$ cat src/rtl/eprisc_bus_arbiter.sv
// Round-robin owner of the 8-bit parallel IO bus, shared by the core (A) and the DMA (B).
// Optional: define EPRISC_BUS_IRQ_PRIORITY_EN so a pending interrupt lets requester A win.
module eprisc_bus_arbiter #(
    parameter int unsigned CLKDIV = 2,
    parameter int unsigned GAP    = 1
) (
    input  logic       iClock,
    input  logic       iReset,
    input  logic       iReqA,
    input  logic [1:0] iSelA,
    input  logic [7:0] iLenA,
    input  logic [7:0] iTxDataA,
    output logic       oGntA,
    output logic       oTxTakeA,
    output logic [7:0] oRxDataA,
    output logic       oRxValidA,
    output logic       oDoneA,
    input  logic       iReqB,
    input  logic [1:0] iSelB,
    input  logic [7:0] iLenB,
    input  logic [7:0] iTxDataB,
    output logic       oGntB,
    output logic       oTxTakeB,
    output logic [7:0] oRxDataB,
    output logic       oRxValidB,
    output logic       oDoneB,
    output logic       oBusClock,
    output logic [1:0] oBusSelect,
    output logic [7:0] oBusMOSI,
    input  logic [7:0] iBusMISO,
    input  logic       iBusInterrupt
);
    typedef enum logic [2:0] {StIdle, StLoad, StLow, StHigh, StGap} state_t;

    localparam logic [15:0] HalfLast = 16'(CLKDIV - 1);
    localparam logic [15:0] GapLast  = 16'(GAP - 1);

    state_t      state;
    logic [8:0]  count;
    logic [15:0] tick;
    logic        curB;
    logic        lastB;
    logic        pickB;
    logic [7:0]  txData;

    assign txData = curB ? iTxDataB : iTxDataA;

    // With both requesting, the one not served last wins.
    always_comb begin
        pickB = iReqB && !(iReqA && lastB);
`ifdef EPRISC_BUS_IRQ_PRIORITY_EN
        if (iBusInterrupt && iReqA) pickB = 1'b0;
`endif
    end

`ifndef EPRISC_BUS_IRQ_PRIORITY_EN
    logic unusedIrq;
    assign unusedIrq = iBusInterrupt;
`endif

    always_ff @(posedge iClock) begin
        if (iReset) begin
            state      <= StIdle;
            count      <= '0;
            tick       <= '0;
            curB       <= 1'b0;
            lastB      <= 1'b1;
            oGntA      <= 1'b0;
            oTxTakeA   <= 1'b0;
            oRxDataA   <= '0;
            oRxValidA  <= 1'b0;
            oDoneA     <= 1'b0;
            oGntB      <= 1'b0;
            oTxTakeB   <= 1'b0;
            oRxDataB   <= '0;
            oRxValidB  <= 1'b0;
            oDoneB     <= 1'b0;
            oBusClock  <= 1'b0;
            oBusSelect <= '0;
            oBusMOSI   <= '0;
        end else begin
            oTxTakeA  <= 1'b0;
            oTxTakeB  <= 1'b0;
            oRxValidA <= 1'b0;
            oRxValidB <= 1'b0;
            oDoneA    <= 1'b0;
            oDoneB    <= 1'b0;
            case (state)
                StIdle: begin
                    if (iReqA || iReqB) begin
                        state      <= StLoad;
                        curB       <= pickB;
                        count      <= pickB ? {iLenB == 8'd0, iLenB} : {iLenA == 8'd0, iLenA};
                        oGntA      <= !pickB;
                        oGntB      <= pickB;
                        oTxTakeA   <= !pickB;
                        oTxTakeB   <= pickB;
                        oBusSelect <= pickB ? iSelB : iSelA;
                        oBusMOSI   <= pickB ? iTxDataB : iTxDataA;
                    end
                end
                StLoad: begin
                    state <= StLow;
                    tick  <= '0;
                end
                StLow: begin
                    if (tick == HalfLast) begin
                        state     <= StHigh;
                        tick      <= '0;
                        oBusClock <= 1'b1;
                        if (curB) begin
                            oRxDataB  <= iBusMISO;
                            oRxValidB <= 1'b1;
                        end else begin
                            oRxDataA  <= iBusMISO;
                            oRxValidA <= 1'b1;
                        end
                    end else begin
                        tick <= tick + 16'd1;
                    end
                end
                StHigh: begin
                    if (tick == HalfLast) begin
                        tick      <= '0;
                        oBusClock <= 1'b0;
                        count     <= count - 9'd1;
                        if (count == 9'd1) begin
                            state      <= StGap;
                            oBusSelect <= '0;
                            oGntA      <= 1'b0;
                            oGntB      <= 1'b0;
                            oDoneA     <= !curB;
                            oDoneB     <= curB;
                            lastB      <= curB;
                        end else begin
                            state    <= StLoad;
                            oBusMOSI <= txData;
                            oTxTakeA <= !curB;
                            oTxTakeB <= curB;
                        end
                    end else begin
                        tick <= tick + 16'd1;
                    end
                end
                StGap: begin
                    if (tick == GapLast) begin
                        state <= StIdle;
                        tick  <= '0;
                    end else begin
                        tick <= tick + 16'd1;
                    end
                end
                default: state <= StIdle;
            endcase
        end
    end
endmodule

$ cat config.mk
export PLATFORM = sky130hd
export DESIGN_NAME = eprisc_bus_arbiter
export DESIGN_NICKNAME = d
export VERILOG_FILES = /design/src/rtl/eprisc_bus_arbiter.sv
export SDC_FILE = /design/constraint.sdc
export NUM_CORES = 1
export LEC_CHECK = 0
export CAP_MARGIN = 30
export CORE_MARGIN = 3
export CORE_UTILIZATION = 50
export CTS_BUF_LIST = sky130_fd_sc_hd__clkbuf_8
export DETAILED_ROUTE_END_ITERATION = 10
export GPL_TIMING_DRIVEN = 0
export PLACE_DENSITY_LB_ADDON = 0.15
export SETUP_SLACK_MARGIN = 0.3
export SLEW_MARGIN = 5
export SYNTH_ARGS = -nofsm -noshare
export SYNTH_HDL_FRONTEND = slang
export SYNTH_SLANG_ARGS = --single-unit
$ cat constraint.sdc
create_clock -name iClock -period 4.8 [get_ports iClock]
set_input_delay 1.2 -clock iClock [delete_from_list [all_inputs] [get_ports iClock]]
set_output_delay 1.2 -clock iClock [all_outputs]
set_load 0.1 [all_outputs]
==> results.sh <==
export IMPL_finalNetCount=511
export IMPL_critPathLaunchType="flip-flop"
export IMPL_vias_per_cell=5.78
export IMPL_wire_per_inst_um=15.3
export IMPL_grt_pass1_vias=2969
export IMPL_drtIter0Drc=182
export IMPL_relSlewSlack_pct=31.7
export IMPL_rows=29
export IMPL_worst_pin_slew_ns=1.02
export IMPL_drt_first_pass_iters=5
export IMPL_grt_setup_unrepaired="false"
export IMPL_grt_pass1_wl_mm=13.8
export IMPL_clkSlewWorstSetupHoldPaths_ns=0.07
export IMPL_min_period_ns=3.04
export IMPL_cts_made_buffers=9
export IMPL_pin_count=84
export IMPL_final_util_pct=70.0
export IMPL_final_common_cell="clkdlybuf4s50_1"
export IMPL_r2r_end="count[0]"
export IMPL_antenna_left=0
export IMPL_cts_setup_buffers=0
export IMPL_fin_worst_skew_ns=0.0139
export IMPL_powerDensity_nw_per_um2=353
export IMPL_drc=0
export IMPL_routed_wirelength_mm=8.26
export IMPL_setup_slack_ns=1.76
export IMPL_crit_fanout=2
export IMPL_diodes=0
export IMPL_rrSetupSlack_ns=2.60
export IMPL_htree_levels=3
export IMPL_worstSetupPathType="flip-flop to output port"
export IMPL_critPathCaptureType="output port"
export IMPL_finalSetupViolations=0
export IMPL_overflow=0
export IMPL_ys_seq_area_share_pct=38.3
export IMPL_layout_common_cells="clkdlybuf4s50_1, dfxtp_1, nor2_1, mux2i_1, a21oi_1"
export IMPL_fin_area_um2=4520
export IMPL_fin_tns_setup_ns=0
export IMPL_avgSynthCellArea_um2=9.31
export IMPL_hold_depth=2
export IMPL_cts_max_path_buffers=2
export IMPL_cp_required_ns=3.60
export IMPL_design_core_area_um2=6460
export IMPL_dieHeight_um=88.4
export IMPL_timing_final_hold_violations=0
export IMPL_outcome="finished clean"
export IMPL_crit_path_cell_trace="clkdlybuf4s50_1"
export IMPL_n_fill_cell=507
export IMPL_fmax_ghz=0.329
export IMPL_synth_ff_type="dfxtp_1"
export IMPL_initial_core_util_pct=52.6
export IMPL_min_period_over_period_pct=63.4
export IMPL_drv_slew=0
export IMPL_reg2regPathDepth=8
export IMPL_drive_above_1_share_pct=13.0
export IMPL_synthArstFlopShare_pct=0
export IMPL_worst_path_buf_inv=1
export IMPL_cp_depth=1
export IMPL_syn_to_final_growth_pct=33.1
export IMPL_cts_tree="done"
export IMPL_hold_end="oGntB"
export IMPL_worstHoldStart="oGntB"
export IMPL_grt_max_degree=13
export IMPL_place_congestion=0.930
export IMPL_worst_path_largest_cell_delay_ns=1.14
export IMPL_antenna_found_initial=0
export IMPL_cpLargestDelayFamily="buffers and inverters"
export IMPL_synthCells=365
export IMPL_die_w_um=88.4
export IMPL_root_buffer="clkbuf_8"
export IMPL_io_buffers=81
export IMPL_crit_arrival_ns=1.84
export IMPL_max_cap_violations=0
export IMPL_synth_seq_cells=65
export IMPL_fp_dieArea_um2=7820
export IMPL_cts_hold_fix_buffers=0
export IMPL_clk_latency_ns=0.35
export IMPL_place_area_um2=4300
export IMPL_pre_cts_slack_ns=1.59
export IMPL_ctsResizeCount=0
export IMPL_p_leak_nw=1.81
export IMPL_synth_cell_type_count=65
export IMPL_cp_slowest_cell="clkdlybuf4s50_1"
export IMPL_r2r_start="tick[1]"
export IMPL_hold_class="flip-flop to flip-flop"
export IMPL_cts_num_sinks=65
export IMPL_grt_usage_pct=22.6
export IMPL_netlist_area_um2=3400
export IMPL_dp_hpwl_mm=6.05
export IMPL_synth_edf_count=0
export IMPL_vias=3116
export IMPL_syn_nets=419
export IMPL_peakVddDrop_mv=0.220
export IMPL_synth_warnings=0
-- report_power, final --
| part | internal (mW) | switching (mW) | leakage (nW) | total, mW |
|---|---|---|---|---|
| Sequential | 0.573 | 0.0262 | 0.529 | 0.599 |
| Clock | 0.292 | 0.225 | 0.109 | 0.517 |
| Combinational | 0.171 | 0.310 | 1.17 | 0.481 |
-- sequential cells by signal, indices dropped and copies added, names as in the netlist, 2 cells and up --
signal and flops:
oRxDataA 8, oBusMOSI 8, oBusSelect 2, oRxDataB 8
tick 16, count 9, state 3
-- worst max-delay path by stage --
stage,startpoint,endpoint,slack (ns)
detailed placement,iReqA,count[0],1.59
CTS,oGntA,oGntA,1.74
global route,oRxDataA[1],oRxDataA[1],1.70
global placement,iReqA,count[0],1.60
finish,oBusMOSI[6],oBusMOSI[6],1.76
floorplan,iReset,tick[4],2.33
-- worst register-to-register path, stage by stage, from the launching register on --
cell and delay (ns):
dfxtp_1 0.38, inv_1 0.08, ha_1 0.17, nor3b_1 0.14
and4_1 0.20, buf_2 0.17, a21oi_1 0.57, a21oi_1 0.08
o221a_2 0.29
-- Yosys cell counts (5+ instances only) --
cell	count	area [um^2]
a21oi_1	31	155
a22o_1	6	52.6
a311oi_2	8	120
a31oi_1	9	56.3
buf_2	10	50.1
clkbuf_1	8	30.0
dfxtp_1	65	1300
ha_1	5	62.6
inv_1	7	26.3
mux2i_1	34	340
nand2_1	24	90.1
nand3_1	13	65.1
nand3b_1	5	37.5
nor2_1	36	135
nor3_1	9	45.0
nor3b_1	5	37.5
nor4_1	6	37.5
o21ai_0	15	75.1
-- stage by stage --
step | std cells | total power, mW | hold WS [ns]
after floorplan | 365 | 0.962 | 0.453
after global placement | 523 | 1.08 | 0.441
after detailed placement | 523 | 1.09 | 0.455
after CTS | 539 | 1.60 | 0.465
after global routing | 539 | 1.67 | 0.493
final | 539 | 1.60 | 0.463
-- cells by family after synthesis --
| family | after synthesis | synth area share (%) |
|---|---|---|
| simple gates | 130 | 22.3 |
| mux | 35 | 10.7 |
| flops | 65 | 38.3 |
| xor+xnor | 6 | 1.55 |
| buf+inv | 29 | 4.49 |
| fa+ha+maj | 5 | 1.84 |
| compound gates | 95 | 20.8 |
-- final cells by class --
cell class	instances	area, um^2	share of cell area, %
tap	77	96.3	2.13
multi-input combinational	271	1940	43.0
sequential	65	1300	28.8
timing repair buffer	81	811	17.9
clock inverter	7	95.1	2.10
clock buffer	9	124	2.74
buffer	22	126	2.79
inverter	7	26.3	0.581
-- metal layers --
layer  global-route usage [%]  wire (um)  vias to the layer above  share of wire, %
met5                        0          0                        -                 0
met4                     8.10        162                        0               2.0
met3                     6.80        515                       15               6.2
met2                     35.7       3830                       92                46
met1                     29.3       3750                     1466                45
li1                         -          -                     1543                 -
Note: power is estimated with default switching activity, not from simulation.
